[src/rtl/pe_sched_pkg.sv]
// Shared types and helpers for the PE order scheduler: FSM state encoding,
// sequence-number width and the one-hot to index conversion used by the arbiter.
package pe_sched_pkg;

  localparam int SEQ_W  = 32;
  localparam int MAX_PE = 32;
  localparam int IDX_W  = 5;

  typedef enum logic {
    IDLE,
    STREAM
  } state_t;

  // Collapses a one-hot vector into its bit position; zero input gives index 0.
  function automatic logic [IDX_W-1:0] onehot_to_idx(input logic [MAX_PE-1:0] onehot);
    logic [IDX_W-1:0] idx;
    idx = '0;
    for (int i = 0; i < MAX_PE; i++) begin
      if (onehot[i]) begin
        idx = idx | IDX_W'(i);
      end
    end
    return idx;
  endfunction

endpackage

[src/rtl/pe_order_scheduler_rr_arbiter.sv]
// Combinational rotate-priority arbiter: picks the first set request at or
// after ptr, wrapping back to bit 0 when nothing at or above ptr is requesting.
module rr_arbiter
  import pe_sched_pkg::*;
#(
  parameter int N     = 10,
  parameter int SEL_W = $clog2(N)
) (
  input  logic [N-1:0]     req,
  input  logic [SEL_W-1:0] ptr,
  output logic [SEL_W-1:0] grant_idx,
  output logic             any
);

  logic [N-1:0] upper_mask;
  logic [N-1:0] upper_req;
  logic [N-1:0] pick;
  logic [N-1:0] grant;

  // Requests at or above ptr take priority; otherwise fall back to the lowest
  // request overall, which is the wrap-around case.
  assign upper_mask = {N{1'b1}} << ptr;
  assign upper_req  = req & upper_mask;
  assign pick       = (upper_req != '0) ? upper_req : req;
  assign grant      = pick & (~pick + N'(1));

  assign any       = (req != '0);
  assign grant_idx = SEL_W'(onehot_to_idx(MAX_PE'(grant)));

endmodule

[src/rtl/pe_order_scheduler.sv]
// Round-robin scheduler granting PE order requests onto one payload generator.
// Optional stall watchdog enabled by defining PE_SCHED_TIMEOUT_EN.
module pe_order_scheduler
  import pe_sched_pkg::*;
#(
  parameter int NUM_PE         = 10,
  parameter int SEL_W          = $clog2(NUM_PE),
  parameter int TIMEOUT_CYCLES = 64
) (
  input  logic              clk,
  input  logic              reset,
  input  logic [NUM_PE-1:0] PE_enable,
  input  logic              seq_load,
  input  logic [SEQ_W-1:0]  seq_init,
  input  logic              tvalid,
  input  logic              tready,
  input  logic              tlast,
  output logic              gen_start,
  output logic [SEL_W-1:0]  gen_sel,
  output logic [SEQ_W-1:0]  MsgSeqNum,
  output logic [NUM_PE-1:0] PE_acks,
  output logic [NUM_PE-1:0] pending,
  output logic              busy,
  output logic              timeout_err
);

  state_t            state;
  state_t            state_nxt;
  logic [SEL_W-1:0]  rr_ptr;
  logic [SEQ_W-1:0]  seq;
  logic [SEL_W-1:0]  arb_idx;
  logic              arb_any;
  logic              beat;
  logic              last_beat;
  logic              start_frame;
  logic              end_frame;
  logic              abort_frame;
  logic              stall_expired;
  logic [NUM_PE-1:0] grant_mask;
  logic [NUM_PE-1:0] ack_mask;
  logic [SEL_W-1:0]  next_ptr;

  rr_arbiter #(
    .N     (NUM_PE),
    .SEL_W (SEL_W)
  ) u_arb (
    .req       (pending),
    .ptr       (rr_ptr),
    .grant_idx (arb_idx),
    .any       (arb_any)
  );

  assign beat       = tvalid & tready;
  assign last_beat  = beat & tlast;
  assign grant_mask = NUM_PE'(1) << arb_idx;
  assign ack_mask   = NUM_PE'(1) << gen_sel;
  assign next_ptr   = (gen_sel == SEL_W'(NUM_PE - 1)) ? '0 : gen_sel + SEL_W'(1);

  always_ff @(posedge clk) begin
    if (reset) begin
      state <= IDLE;
    end else begin
      state <= state_nxt;
    end
  end

  always_comb begin
    state_nxt   = state;
    start_frame = 1'b0;
    end_frame   = 1'b0;
    abort_frame = 1'b0;
    case (state)
      IDLE: begin
        if (arb_any) begin
          start_frame = 1'b1;
          state_nxt   = STREAM;
        end
      end
      STREAM: begin
        if (last_beat) begin
          end_frame = 1'b1;
          state_nxt = IDLE;
        end else if (stall_expired) begin
          abort_frame = 1'b1;
          state_nxt   = IDLE;
        end
      end
      default: state_nxt = IDLE;
    endcase
  end

  // New requests are OR-ed in after the grant clears its bit, so a PE that
  // re-requests on the very cycle it wins still keeps a pending request.
  always_ff @(posedge clk) begin
    if (reset) begin
      pending   <= '0;
      gen_start <= 1'b0;
      gen_sel   <= '0;
      MsgSeqNum <= '0;
      PE_acks   <= '0;
      busy      <= 1'b0;
      rr_ptr    <= '0;
      seq       <= '0;
    end else begin
      pending   <= (pending & ~(start_frame ? grant_mask : '0)) | PE_enable;
      gen_start <= start_frame;
      PE_acks   <= end_frame ? ack_mask : '0;
      if (start_frame) begin
        gen_sel   <= arb_idx;
        MsgSeqNum <= seq;
        busy      <= 1'b1;
      end
      if (end_frame || abort_frame) begin
        busy   <= 1'b0;
        rr_ptr <= next_ptr;
      end
      if (seq_load) begin
        seq <= seq_init;
      end else if (end_frame) begin
        seq <= seq + SEQ_W'(1);
      end
    end
  end

`ifdef PE_SCHED_TIMEOUT_EN
  localparam int STALL_W = $clog2(TIMEOUT_CYCLES + 1);

  logic [STALL_W-1:0] stall_cnt;

  // Counts consecutive streaming cycles without a handshake; any accepted beat restarts it.
  always_ff @(posedge clk) begin
    if (reset || (state != STREAM) || beat) begin
      stall_cnt <= '0;
    end else begin
      stall_cnt <= stall_cnt + STALL_W'(1);
    end
  end

  assign stall_expired = (state == STREAM) && !beat &&
                         (stall_cnt == STALL_W'(TIMEOUT_CYCLES - 1));

  always_ff @(posedge clk) begin
    if (reset) begin
      timeout_err <= 1'b0;
    end else begin
      timeout_err <= abort_frame;
    end
  end
`else
  assign stall_expired = 1'b0;
  // Constant 0: the limit only has meaning when the watchdog is built in.
  assign timeout_err   = (TIMEOUT_CYCLES < 0);
`endif

endmodule
[config.mk]
export PLATFORM = sky130hd
export DESIGN_NAME = pe_order_scheduler
export DESIGN_NICKNAME = d
export VERILOG_FILES = /design/src/rtl/pe_sched_pkg.sv /design/src/rtl/pe_order_scheduler_rr_arbiter.sv /design/src/rtl/pe_order_scheduler.sv
export SDC_FILE = /design/constraint.sdc
export NUM_CORES = 1
export LEC_CHECK = 0
export BUFFER_PORTS_ARGS = -buffer_cell sky130_fd_sc_hd__clkbuf_2
export CORE_ASPECT_RATIO = 2
export CORE_MARGIN = 2
export CORE_UTILIZATION = 57
export DETAILED_ROUTE_END_ITERATION = 12
export PLACE_DENSITY = 0.85
export SLEW_MARGIN = 10
export SYNTH_ARGS = -nofsm -noshare
export SYNTH_HDL_FRONTEND = slang
export SYNTH_SLANG_ARGS = --single-unit
[constraint.sdc]
create_clock -name clk -period 7.43 [get_ports clk]
set_clock_uncertainty 0.05 [all_clocks]
set_input_delay 1.486 -clock clk [delete_from_list [all_inputs] [get_ports clk]]
set_output_delay 1.486 -clock clk [all_outputs]
set_load 0.1 [all_outputs]
# Word-level counts from Yosys, hierarchy flattened

Index checks and enable logic that the tools add are counted.

Mux-type cells: 20
Bitwise operators: 10
Order comparisons: 0
Add/subtract/negate cells: 3
Reductions and logical operators: 5
Shift operators: 3
Divide/modulo/power cells: 0
Equality and inequality tests: 1
Multipliers: 0

Operator list:

| cell                  | count |
|---|---|
| $mux 32               | 2 |
| $add 32x1->32 const B | 1 |
| $and 10x10->10        | 3 |
| $mux 10               | 2 |
| $not 10->10           | 2 |
| $reduce_bool 10->1    | 2 |
| $shl 1x4->10 const A  | 2 |
| $mux 3                | 4 |
| $mux 4                | 3 |
| $add 10x1->10 const B | 1 |
| $or 10x10->10         | 1 |
| $shl 10x4->10 const A | 1 |
| $mux 1                | 6 |
| $add 4x1->4 const B   | 1 |
| $eq 4x4->1 const B    | 1 |
| $mux 2                | 2 |
| $reduce_or 2->1       | 2 |
| $and 1x1->1           | 2 |
| $not 1->1             | 2 |
| $pmux 1 s2            | 1 |
| $reduce_bool 2->1     | 1 |

Memories: 0
Flip-flop bits (word level): 95
Bits in writable memories: 0
ROM bits: 0
Bits in latches: 0

# Longest topological paths before layout

Gate-level depths: netlist (run 1).

Depth in word-level cells: 21
Gate-level depth with buffers: 9
Gate-level depth less buffers: 8

# Modules after synthesis

Synthesis (run 1) repeated with hierarchy kept, for this count alone.

Cells, all modules: 605
Area, all modules: 4683.2 µm²

Modules (own cells, without submodules):

| module             | times used | cells an instance | seq. area each (µm²) | area an instance (µm²) |
|---|---|---|---|---|
| pe_order_scheduler | 1          | 523               | 1901.8               | 4162.7 |
| rr_arbiter         | 1          | 82                | 0.0                  | 520.5 |

# Worst setup path after synthesis (run 1)

Ideal clock, no wire load.

Path kind: register to register
Start: register pending[7]
End: register pending[8]
Arrival: 2.889 ns
Data required time: 7.260 ns
Path buffers: 0
Cell stages (with the launch flop): 8
Slack: 4.371 ns
Cell sequence: dfxtp_1 -> or3_1 -> a221o_1 -> o31a_2 -> o31a_1 -> or2_1 -> a311o_1 -> o31a_1

Longest elaborated chain between the ends: 20

RTL lines:

| what                     | RTL line                            | RTL |
|---|---|---|
| start: declaration       | pe_order_scheduler.sv:22            | `output logic [NUM_PE-1:0] pending,` |
| start signal: assignment | pe_order_scheduler.sv:105           | `pending <= (pending & ~(start_frame ? grant_mask : '0)) \| PE_enable;` |
| $and 10x10->10           | pe_order_scheduler_rr_arbiter.sv:23 | `assign upper_req = req & upper_mask;` |
| $reduce_bool 10->1       | pe_order_scheduler_rr_arbiter.sv:24 | `assign pick = (upper_req != '0) ? upper_req : req;` |
| $mux 10                  | pe_order_scheduler_rr_arbiter.sv:24 |  |
| $not 10->10              | pe_order_scheduler_rr_arbiter.sv:25 | `assign grant = pick & (~pick + N'(1));` |
| $add 10x1->10            | pe_order_scheduler_rr_arbiter.sv:25 |  |
| $and 10x10->10           | pe_order_scheduler_rr_arbiter.sv:25 |  |
| $mux 1                   | pe_sched_pkg.sv:19                  | `if (onehot[i]) begin` |
| $mux 2 (2 in a row)      | pe_sched_pkg.sv:19                  |  |
| $mux 3 (4 in a row)      | pe_sched_pkg.sv:19                  |  |
| $mux 4 (2 in a row)      | pe_sched_pkg.sv:19                  |  |
| $shl 1x4->10             | pe_order_scheduler.sv:55            | `assign grant_mask = NUM_PE'(1) << arb_idx;` |
| $mux 10 (*)              | pe_order_scheduler.sv:105           |  |
| $not 10->10 (*)          | pe_order_scheduler.sv:105           |  |
| $and 10x10->10 (*)       | pe_order_scheduler.sv:105           |  |
| $or 10x10->10 (*)        | pe_order_scheduler.sv:105           |  |

Every way passes the cells marked *; elsewhere a longest branch is shown, timed or not.
A chain may end at the register's enable or synchronous reset.

# Final worst setup path (run 1)

Start: input tvalid
End: register seq[30]

Longest elaborated chain between the ends: 5

RTL lines:

| what                        | RTL line                  | RTL |
|---|---|---|
| start: declaration          | pe_order_scheduler.sv:15  | `input logic tvalid,` |
| $and 1x1->1                 | pe_order_scheduler.sv:53  | `assign beat = tvalid & tready;` |
| $and 1x1->1                 | pe_order_scheduler.sv:54  | `assign last_beat = beat & tlast;` |
| $mux 1                      | pe_order_scheduler.sv:80  | `if (last_beat) begin` |
| $mux 1                      | pe_order_scheduler.sv:72  | `case (state)` |
| $reduce_bool 2->1 (no line) | --                        |  |
| end signal: assignment      | pe_order_scheduler.sv:118 | `seq <= seq_init;` |
| end signal: assignment      | pe_order_scheduler.sv:120 | `seq <= seq + SEQ_W'(1);` |
| end: declaration            | pe_order_scheduler.sv:30  | `logic [SEQ_W-1:0] seq;` |

Every way passes these cells.

==> results of run 1 <==
[metrics by stage]
step | cells | setup WS [ps] | utilization
after global placement | 732 | 3903 | 0.6550
after floorplan | 564 | 4371 | -
after global routing | 748 | 3999 | 0.6982
final | 748 | 4194 | 0.6982
after CTS | 748 | 4229 | 0.6982
after detailed placement | 732 | 3870 | 0.6550
[placed cells by master, fill, tap and decap left out, types with 9 or more instances in the layout]
cell type,count
nor2_1,86
xnor2_1,16
nand2_1,99
dfxtp_1,95
clkbuf_2,105
nand4_1,13
nand3_1,13
inv_1,14
nor3_1,17
nand2b_1,9
a21oi_1,61
a211oi_1,21
xor2_1,15
clkbuf_16,9
[worst max-delay path, stage by stage]
cell and delay [ps]:
clkbuf_2 90, and4_1 470, nand2_1 240, nor4_1 590, nand3_1 180, xnor2_1 170
nand2_1 70, a21oi_1 160
[state kept, by name, summed over array words and instances, names as in the netlist]
register / cells
PE_acks: 10
pending: 10
rr_ptr: 4
gen_start: 1
gen_sel: 4
MsgSeqNum: 32
seq: 32
busy: 1
state: 1
[worst max path at each step]
stage,from,end,slack (ps),depth (start not counted)
finish,tvalid,seq[30],4190,8
global route,tvalid,seq[30],4000,8
CTS,tvalid,seq[30],4230,8
detailed placement,tvalid,seq[26],3870,7
global placement,tvalid,seq[26],3900,7
floorplan,pending[7],pending[8],4370,7
[logic make-up after synthesis]
group           Yosys count  share of synthesized area
flops                    95                     0.4352
other cells               1                  0.0008580
simple gates            265                     0.2691
mux                       2                   0.004581
xor+xnor                 31                    0.06212
compound gates          121                     0.1826
buf+inv                  48                    0.04266
fa+ha+maj                 1                   0.002862
[layer usage]
| layer | track usage | share of wire | up-vias |
|---|---|---|---|
| met3 | 0.04214 | 0.070 | 23 |
| met1 | 0.3530 | 0.43 | 1983 |
| li1 | - | - | 2105 |
| met4 | 0.1127 | 0.024 | 0 |
| met5 | 0 | 0 | - |
| met2 | 0.4046 | 0.48 | 180 |
[final cells by class]
type / instances / area, um^2 / share of cell area
sequential: 95 / 1902 / 0.3637
tap: 94 / 117.6 / 0.02249
clock inverter: 5 / 81.33 / 0.01555
inverter: 14 / 52.55 / 0.01005
multi-input combinational: 421 / 2285 / 0.4369
timing repair buffer: 108 / 548.0 / 0.1048
clock buffer: 11 / 242.7 / 0.04642
[where the power goes]
group	leakage, nW	switching (W)	total, W	internal (W)
Clock	0.156	0.000189	0.000493	0.000304
Sequential	0.780	0.0000331	0.000569	0.000536
Combinational	1.19	0.000195	0.000258	0.0000634
==> out/qor.yml, run 1 <==
power_and_ir_drop:
  power_w: 0.001320
  p_leak_nw: 2.121
  power_density_nw_per_um2: 252.5
  irDropWorstVdd_uv: 176.2
timing:
  worst_slew_pin_slew_ps: 976.7
  finalSetupViolations: 0
  slew_headroom: 0.3482
  hold_slack_ps: 403.4
  final.period_utilization: 0.4355
  report.final.slew_viol_count: 0
  rsz0062_at_grt: "no"
  fmax_mhz: 309.1
  tns_ps: 0
  post-route-min-period_ps: 3236
  finalHoldViolations: 0
hold_path:
  min_path_cells: 2
  whs_endpoint: "MsgSeqNum[17]"
  hold_path_class: "reg2reg"
  hold_path.startpoint: "MsgSeqNum[17]"
drt:
  drt_pass1_iterations: 5
  drt-total-wl_um: 10460
  vias: 4291
  wl_per_cell_um: 13.98
  drt_iter0_drc: 319
  drc: 0
  via_per_inst: 5.737
  postRouteAntennaNets: 0
worst_setup_path:
  worstSetupStartpointType: "primary input"
  crit_fanout: 12
  arrival_ps: 3450
  cp_data_required_time_ps: 7650
  r2r_setup_slack_ps: 4400
  cp-end-kind: "flip-flop"
  r2r_end: "pending[4]"
  crit_type: "in2reg"
  rr_worst_depth: 7
  reg2reg_from: "pending[7]"
synth:
  ys_warn_count: 0
  synthTopCellsByCount: "99 x nand2_1, 95 x dfxtp_1, 86 x nor2_1, 61 x a21oi_1, 26 x clkbuf_1"
  synth.net_count: 613
  ys_ff_latch: 95
  synthArstFlopShare: 0
  avgSynthCellArea_um2: 7.749
  synth_top_cells_by_area: "dfxtp_1 44%, nand2_1 8.5%, nor2_1 7.4%, a21oi_1 7.0%, a211oi_1 3.6%"
  synth_edf_count: 0
  synthFlopType: "dfxtp_1"
  synth_top_area_share: 0.4352
  netlist_area_um2: 4370
  yosys.area.top_type: "dfxtp_1"
  synth.distinct_cells: 49
  yosysMostFrequentCell: "nand2_1"
  yosysSeqAreaShare: 0.4352
  synth_cells: 564
final_layout:
  nFillCells: 637
  drive_above_1_share: 0.2049
  antenna_cells: 0
  design_area_um2: 5229
  fin_nets: 698
  syn2layout_area_growth_pct: 19.64
clock_tree:
  clock_sinks: 95
  cts_post_setup_buffers_inserted: 0
  cts-buffers-inserted: 9
  cts_root_buf: "clkbuf_16"
  clk_pin_slew_ps: 60
  htreeDepth: 3
  cts_resized: 0
  cts_tree: "yes"
  clock_path_buffers: 2
  insertion_delay_ps: 340
  holdBufCountCts: 0
floorplan:
  row_count: 45
  die_h_um: 127.8
  ios: 107
  core_um2: 7488
  initial_utilization: 0.5836
  dieArea_um2: 8426
  fp.dieW_um: 65.92
job:
  maxCapViolCount: 0
placed_design:
  dpl-instance-area_um2: 4905
  dp_hpwl_um: 7221
  gp_congestion: 0.9062
  io_buffers: 105
grt:
  grt_pass1_vias: 3780
  antenna_found_initial: 0
  grt_overflow_total: 0
  grt_pass1_wl_um: 17390
  grt_start_max_net_pins: 87
  track_usage: 0.2602
status:
  status: "finished, final reports clean"
No activity file was read; power rests on OpenSTA's default activity.
==> run 2: changes to the inputs <==
--- a/config.mk
+++ b/config.mk
@@ -5,12 +5,13 @@
 export SDC_FILE = /design/constraint.sdc
 export NUM_CORES = 1
 export LEC_CHECK = 0
+export ABC_AREA = 1
 export BUFFER_PORTS_ARGS = -buffer_cell sky130_fd_sc_hd__clkbuf_2
 export CORE_ASPECT_RATIO = 2
 export CORE_MARGIN = 2
-export CORE_UTILIZATION = 57
+export CORE_UTILIZATION = 54
 export DETAILED_ROUTE_END_ITERATION = 12
-export PLACE_DENSITY = 0.85
+export PLACE_DENSITY = 0.81
 export SLEW_MARGIN = 10
 export SYNTH_ARGS = -nofsm -noshare
 export SYNTH_HDL_FRONTEND = slang
==> constraint.sdc (replaced) <==
create_clock -name clk -period 3.4 [get_ports clk]
set_clock_uncertainty 0.05 [all_clocks]
set_input_delay 0.68 -clock clk [delete_from_list [all_inputs] [get_ports clk]]
set_output_delay 0.68 -clock clk [all_outputs]
set_load 0.1 [all_outputs]
==> run 2 against run 1 <==
Synthesized area grew 4.9%. Register-to-register slack lost 3300 ps. Core utilization shrank 4.0 points. Count of clock-buffer cells in the layout shrank 1. Cell count grew 12%. Design area grew 4.4%. Non-clock buffer count grew 2. Power grew 120%. Largest power group unchanged.
==> out/qor.yml, run 2 <==
drt:
  via_per_inst: 5.604
  wl_per_cell_um: 15.19
  drt_pass1_iterations: 6
  drt_iter0_drc: 318
  vias: 4713
  postRouteAntennaNets: 0
  drc: 0
  drt-total-wl_um: 12780
synth:
  synth.distinct_cells: 36
  synth_cells: 644
  ys_ff_latch: 95
  yosys.area.top_type: "dfxtp_1"
  synth_edf_count: 0
  netlist_area_um2: 4586
  synth_top_cells_by_area: "dfxtp_1 41%, nand2_1 8.3%, nor2_1 7.6%, o21ai_0 7.0%, a21oi_1 5.8%"
  yosysMostFrequentCell: "nand2_1"
  ys_warn_count: 0
  synth.net_count: 693
  synth_compound_area_frac: 0.1697
  synth_top_family_by_area: "simple AND/OR/NAND/NOR gates"
  synthArstFlopShare: 0
  synthFlopType: "dfxtp_1"
  synth-simple-area-share: 0.2903
  synth_fa_ha_area_frac: 0.002729
  avgSynthCellArea_um2: 7.121
  yosysSeqAreaShare: 0.4147
  synthTopCellsByCount: "102 x nand2_1, 95 x dfxtp_1, 93 x nor2_1, 64 x o21ai_0, 60 x inv_1"
  synth-xor-area-share: 0.04393
  synthMuxAreaShare: 0
  synth_top_area_share: 0.4147
worst_setup_path:
  cp.buffers_inverters: 2
  rr_worst_depth: 7
  reg2reg_from: "pending[1]"
  cp_data_required_time_ps: 3560
  crit_family: "buffers and inverters"
  slowest_delay_ps: 410
  path_depth: 7
  startpoint: "pending[1]"
  arrival_ps: 2460
  slowest_stage: "nor4_1"
  worstPathCellList: "nor4_1, nand3_1, nand2_1, clkinv_1, buf_4, o21ai_0, a21oi_1"
  critPathCapture: "MsgSeqNum[20]"
  crit_fanout: 40
  r2r_setup_slack_ps: 1100
  r2r_end: "MsgSeqNum[20]"
  worstSetupStartpointType: "flip-flop"
  crit_type: "reg2reg"
  cp-end-kind: "flip-flop"
power_and_ir_drop:
  power_w: 0.002946
  irDropWorstVdd_uv: 369.5
  power_density_nw_per_um2: 539.6
  p_leak_nw: 2.427
final_layout:
  reg_top3: "MsgSeqNum: 32 flops, seq: 32 flops"
  drive_above_1_share: 0.2261
  final_cells: 841
  fin_nets: 788
  antenna_cells: 0
  syn2layout_area_growth_pct: 19.07
  layout_common_cells: "105 x clkbuf_2, 102 x nand2_1, 95 x dfxtp_1"
  nFillCells: 752
  final_common_cell: "clkbuf_2"
floorplan:
  row_count: 47
  die_h_um: 134.3
  dieArea_um2: 9290
  ios: 107
  initial_utilization: 0.5530
  fp.dieW_um: 69.16
  core_um2: 8292
timing:
  finalHoldViolations: 0
  report.final.slew_viol_count: 0
  tns_ps: 0
  rsz0062_at_grt: "no"
  worst_slew_pin_slew_ps: 1038
  final.period_utilization: 0.6753
  finalSetupViolations: 0
  slew_headroom: 0.3075
  fmax_mhz: 435.5
  post-route-min-period_ps: 2296
hold_path:
  hold_path_class: "reg2reg"
placed_design:
  dpl.cell_count: 826
  dp_hpwl_um: 9472
  io_buffers: 105
  gp_congestion: 0.9823
grt:
  grt_start_max_net_pins: 43
  grt_overflow_total: 0
  grt_pass1_wl_um: 20490
  antenna_found_initial: 0
  grt_pass1_vias: 4600
  track_usage: 0.2743
clock_tree:
  cts_tree: "yes"
  cts_root_buf: "clkbuf_16"
  clk_pin_slew_ps: 70
  htreeDepth: 3
  cts_post_setup_buffers_inserted: 0
  cts-buffers-inserted: 9
  clock_sinks: 95
  clock_path_buffers: 2
  insertion_delay_ps: 340
  cts_resized: 0
  holdBufCountCts: 0
status:
  status: "finished, final reports clean"
job:
  maxCapViolCount: 0
run 2: tightest hold or removal path: stages, from the launching register on:
cell     delay (ps)
dfxtp_1         320
nor2_1           40
nor2_1           80
run 2: logic make-up (layout without fill, tap and decap cells):
family	Yosys count	in the layout
other	1	1
AO/OA/AOI/OAI	145	145
AND/OR/NAND/NOR	285	285
adder cells (fa/ha/maj)	1	1
flip-flops	95	95
XOR/XNOR	23	23
buffers and inverters	94	193
run 2: worst min-delay path by stage:
| stage | depth (start not counted) | from | slack [ps] | endpoint |
|---|---|---|---|---|
| 2_1_floorplan | 2 | seq[29] | 410 | seq[29] |
| 3_3_place_gp | 2 | seq[20] | 420 | seq[20] |
| 3_5_place_dp | 2 | MsgSeqNum[23] | 430 | MsgSeqNum[23] |
| 4_1_cts | 2 | MsgSeqNum[23] | 440 | MsgSeqNum[23] |
| 5_1_grt | 2 | MsgSeqNum[23] | 460 | MsgSeqNum[23] |
| 6_report | 2 | MsgSeqNum[23] | 430 | MsgSeqNum[23] |
run 2: metrics by stage:
step	setup slack [ps]	hold slack (ps)	util	cell area (um^2)
6_report	1104	433.1	0.6585	5460
2_1_floorplan	891.1	408.4	-	4586
3_3_place_gp	1084	417.6	0.6238	5172
3_5_place_dp	1053	427.9	0.6238	5172
5_1_grt	920.6	461.4	0.6585	5460
4_1_cts	1049	442.2	0.6585	5460
run 2: power by group:
| group | leakage [nW] | total (W) | internal, W | switching [W] |
|---|---|---|---|---|
| logic | 1.51 | 0.000693 | 0.000140 | 0.000552 |
| clock network | 0.135 | 0.00100 | 0.000568 | 0.000432 |
| registers | 0.784 | 0.00125 | 0.00118 | 0.0000693 |
| total | 2.43 | 0.00295 | 0.00189 | 0.00105 |
run 2: per-layer routing:
layer	routed length, um	global-route usage	share of wire
met3	622	0.04282	0.049
met1	4325	0.2582	0.34
met2	7147	0.5310	0.56
met4	679	0.1776	0.053
met5	0	0	0
run 2: area by class of cell:
class                      count  area (um^2)  share of cell area
clock buffer                  10        229.0             0.04193
clock inverter                 5        58.81             0.01077
inverter                      68        255.2             0.04675
multi-input combinational    455         2330              0.4267
sequential                    95         1902              0.3483
tap                           98        122.6             0.02246
timing repair buffer         110        563.0              0.1031
==> run 3: changes to the inputs <==
==> constraint.sdc (replaced) <==
create_clock -name clk -period 2.2 [get_ports clk]
set_clock_uncertainty 0.05 [all_clocks]
set_input_delay 0.44 -clock clk [delete_from_list [all_inputs] [get_ports clk]]
set_output_delay 0.44 -clock clk [all_outputs]
set_load 0.1 [all_outputs]
==> run 3 against run 2 <==
First-iteration DRC count up 7.2%. Clock power up 46%. Global-route usage up 0.56 points. Non-clock buffer count up 22. Wire length up 8.7%. Hold slack worse by 180 ps. Cell count up 2.7%. Worst setup slack worse by 1100 ps. Combinational power up 66%. Design area up 7.1%. Maximum frequency up 7.0%. Critical path type unchanged. Largest cell class unchanged. Highest routed layer unchanged.
==> out/qor.yml, run 3 (synthesis gave the netlist of run 2 again) <==
status:
  status: "finished, final reports clean"
drt:
  via_per_inst: 5.727
  drt_iter0_drc: 341
  wl_per_cell_um: 16.07
  drc: 0
  postRouteAntennaNets: 0
  drt_pass1_iterations: 5
  vias: 4948
  drt-total-wl_um: 13880
worst_setup_path:
  cp-end-kind: "flip-flop"
  worstSetupStartpointType: "flip-flop"
  crit_type: "reg2reg"
  cp_data_required_time_ps: 2430
  crit_fanout: 31
  arrival_ps: 2370
power_and_ir_drop:
  power_density_nw_per_um2: 777.4
  power.switching_fraction: 0.3726
  p_int_w: 0.002852
  pwr-share-seq: 0.427
  p_leak_nw: 2.626
  clockPowerShare: 0.320
  power_w: 0.004546
  p_comb_frac: 0.253
  p_switching_w: 0.001694
  irDropWorstVdd_uv: 640.4
placed_design:
  io_buffers: 105
  dp_hpwl_um: 10080
  dpl.cell_count: 838
  gp_congestion: 0.9295
final_layout:
  seq_area_um2: 1936
  nFillCells: 645
  drive_above_1_share: 0.3159
  final_cells: 864
  syn2layout_area_growth_pct: 27.53
  reg_top3: "MsgSeqNum: 32 flops, seq: 32 flops"
  fin_nets: 810
  layout_common_cells: "105 x clkbuf_2, 91 x nand2_1, 89 x nor2_1"
  antenna_cells: 0
  multi_input_area_um2: 2512
  final_common_cell: "clkbuf_2"
timing:
  slew_headroom: 0.6298
  finalHoldViolations: 0
  report.final.slew_viol_count: 0
  final.period_utilization: 0.9757
  post-route-min-period_ps: 2147
  finalSetupViolations: 0
  fmax_mhz: 465.9
  hold_slack_ps: 255.6
  worst_slew_pin_slew_ps: 557.7
grt:
  track_usage: 0.2799
  grt_start_max_net_pins: 35
  grt_pass1_vias: 4684
  grt_overflow_total: 0
  grt_pass1_wl_um: 20910
  antenna_found_initial: 0
floorplan:
  row_count: 47
  core_um2: 8292
  initial_utilization: 0.5530
  fp.dieW_um: 69.16
  die_h_um: 134.3
  ios: 107
  dieArea_um2: 9290
job:
  maxCapViolCount: 0
clock_tree:
  cts_tree: "yes"
  insertion_delay_ps: 340
  cts_root_buf: "clkbuf_16"
  clock_path_buffers: 2
  cts-buffers-inserted: 9
  htreeDepth: 3
  clk_pin_slew_ps: 70
  clock_sinks: 95
hold_path:
  hold_path_class: "in2reg"
==> run 3: cell types whose count changed in the layout (fill, tap and decap cells not counted), moves of 11 or more <==
cell,delta
buf_4,+20
dfxtp_1,-17
nand3_1,-14
dfxtp_2,+12
nand3_2,+12
nand2_1,-11
==> run 3: timing repair <==
item / in CTS / in global routing
hold buffers: 0 / 0
cloned: 0 / 0
setup buffers: 0 / 10
pin swaps: 0 / 23
setup endpoints to repair: 1 / 8
resized for setup: 1 / 58
==> run 3: routing by layer <==
metal	vias to the layer above	global-route usage	wire length [um]
met1	2302	0.2695	4829
li1	2333	-	-
met5	-	0	0
met4	0	0.2364	989
met3	75	0.03982	661
met2	238	0.5107	7402
==> run 3: final cells by class <==
class	count	area share
clock buffers	9	0.03851
clock inverters	7	0.008130
inverters	68	0.04450
multi-input cells	455	0.4296
flip-flops and latches	95	0.3310
well taps	98	0.02097
repair buffers	132	0.1273
==> run 3: final timing paths <==
check | start | end | slack (ps) | cells after the start
max reg2reg | pending[0] | pending[4] | 50 | 8
min reg2reg | busy | busy | 430 | 2
max | pending[0] | pending[4] | 50 | 8
min | PE_enable[6] | pending[6] | 260 | 3
==> run 3: worst max-delay path, cell delays in order (launching register included) <==
cell and delay, ps:
dfxtp_2 360, nor4_1 500, nand3_1 230, nand2_1 180, clkinv_1 100, buf_4 220
a31oi_1 280, nor2_1 70, nor2_1 80
==> run 3: power by group through the flow <==
stage               registers (W)  clock network (W)  logic, W
global placement          0.00197                  0   0.00108
CTS                       0.00193            0.00146   0.00110
floorplan                 0.00245                  0  0.000367
global route              0.00195            0.00153   0.00122
detailed placement        0.00197                  0   0.00109
finish                    0.00194            0.00146   0.00115
==> run 3: through the flow <==
stage	worst slack (ps)	instance area (um^2)	TNS [ps]	util
2_1_floorplan	60.93	4598	0	-
3_3_place_gp	76.92	5288	0	0.6377
3_5_place_dp	15.40	5288	0	0.6377
4_1_cts	59.46	5562	0	0.6707
5_1_grt	-134.5	5848	-278.9	0.7053
6_report	53.45	5848	0	0.7053
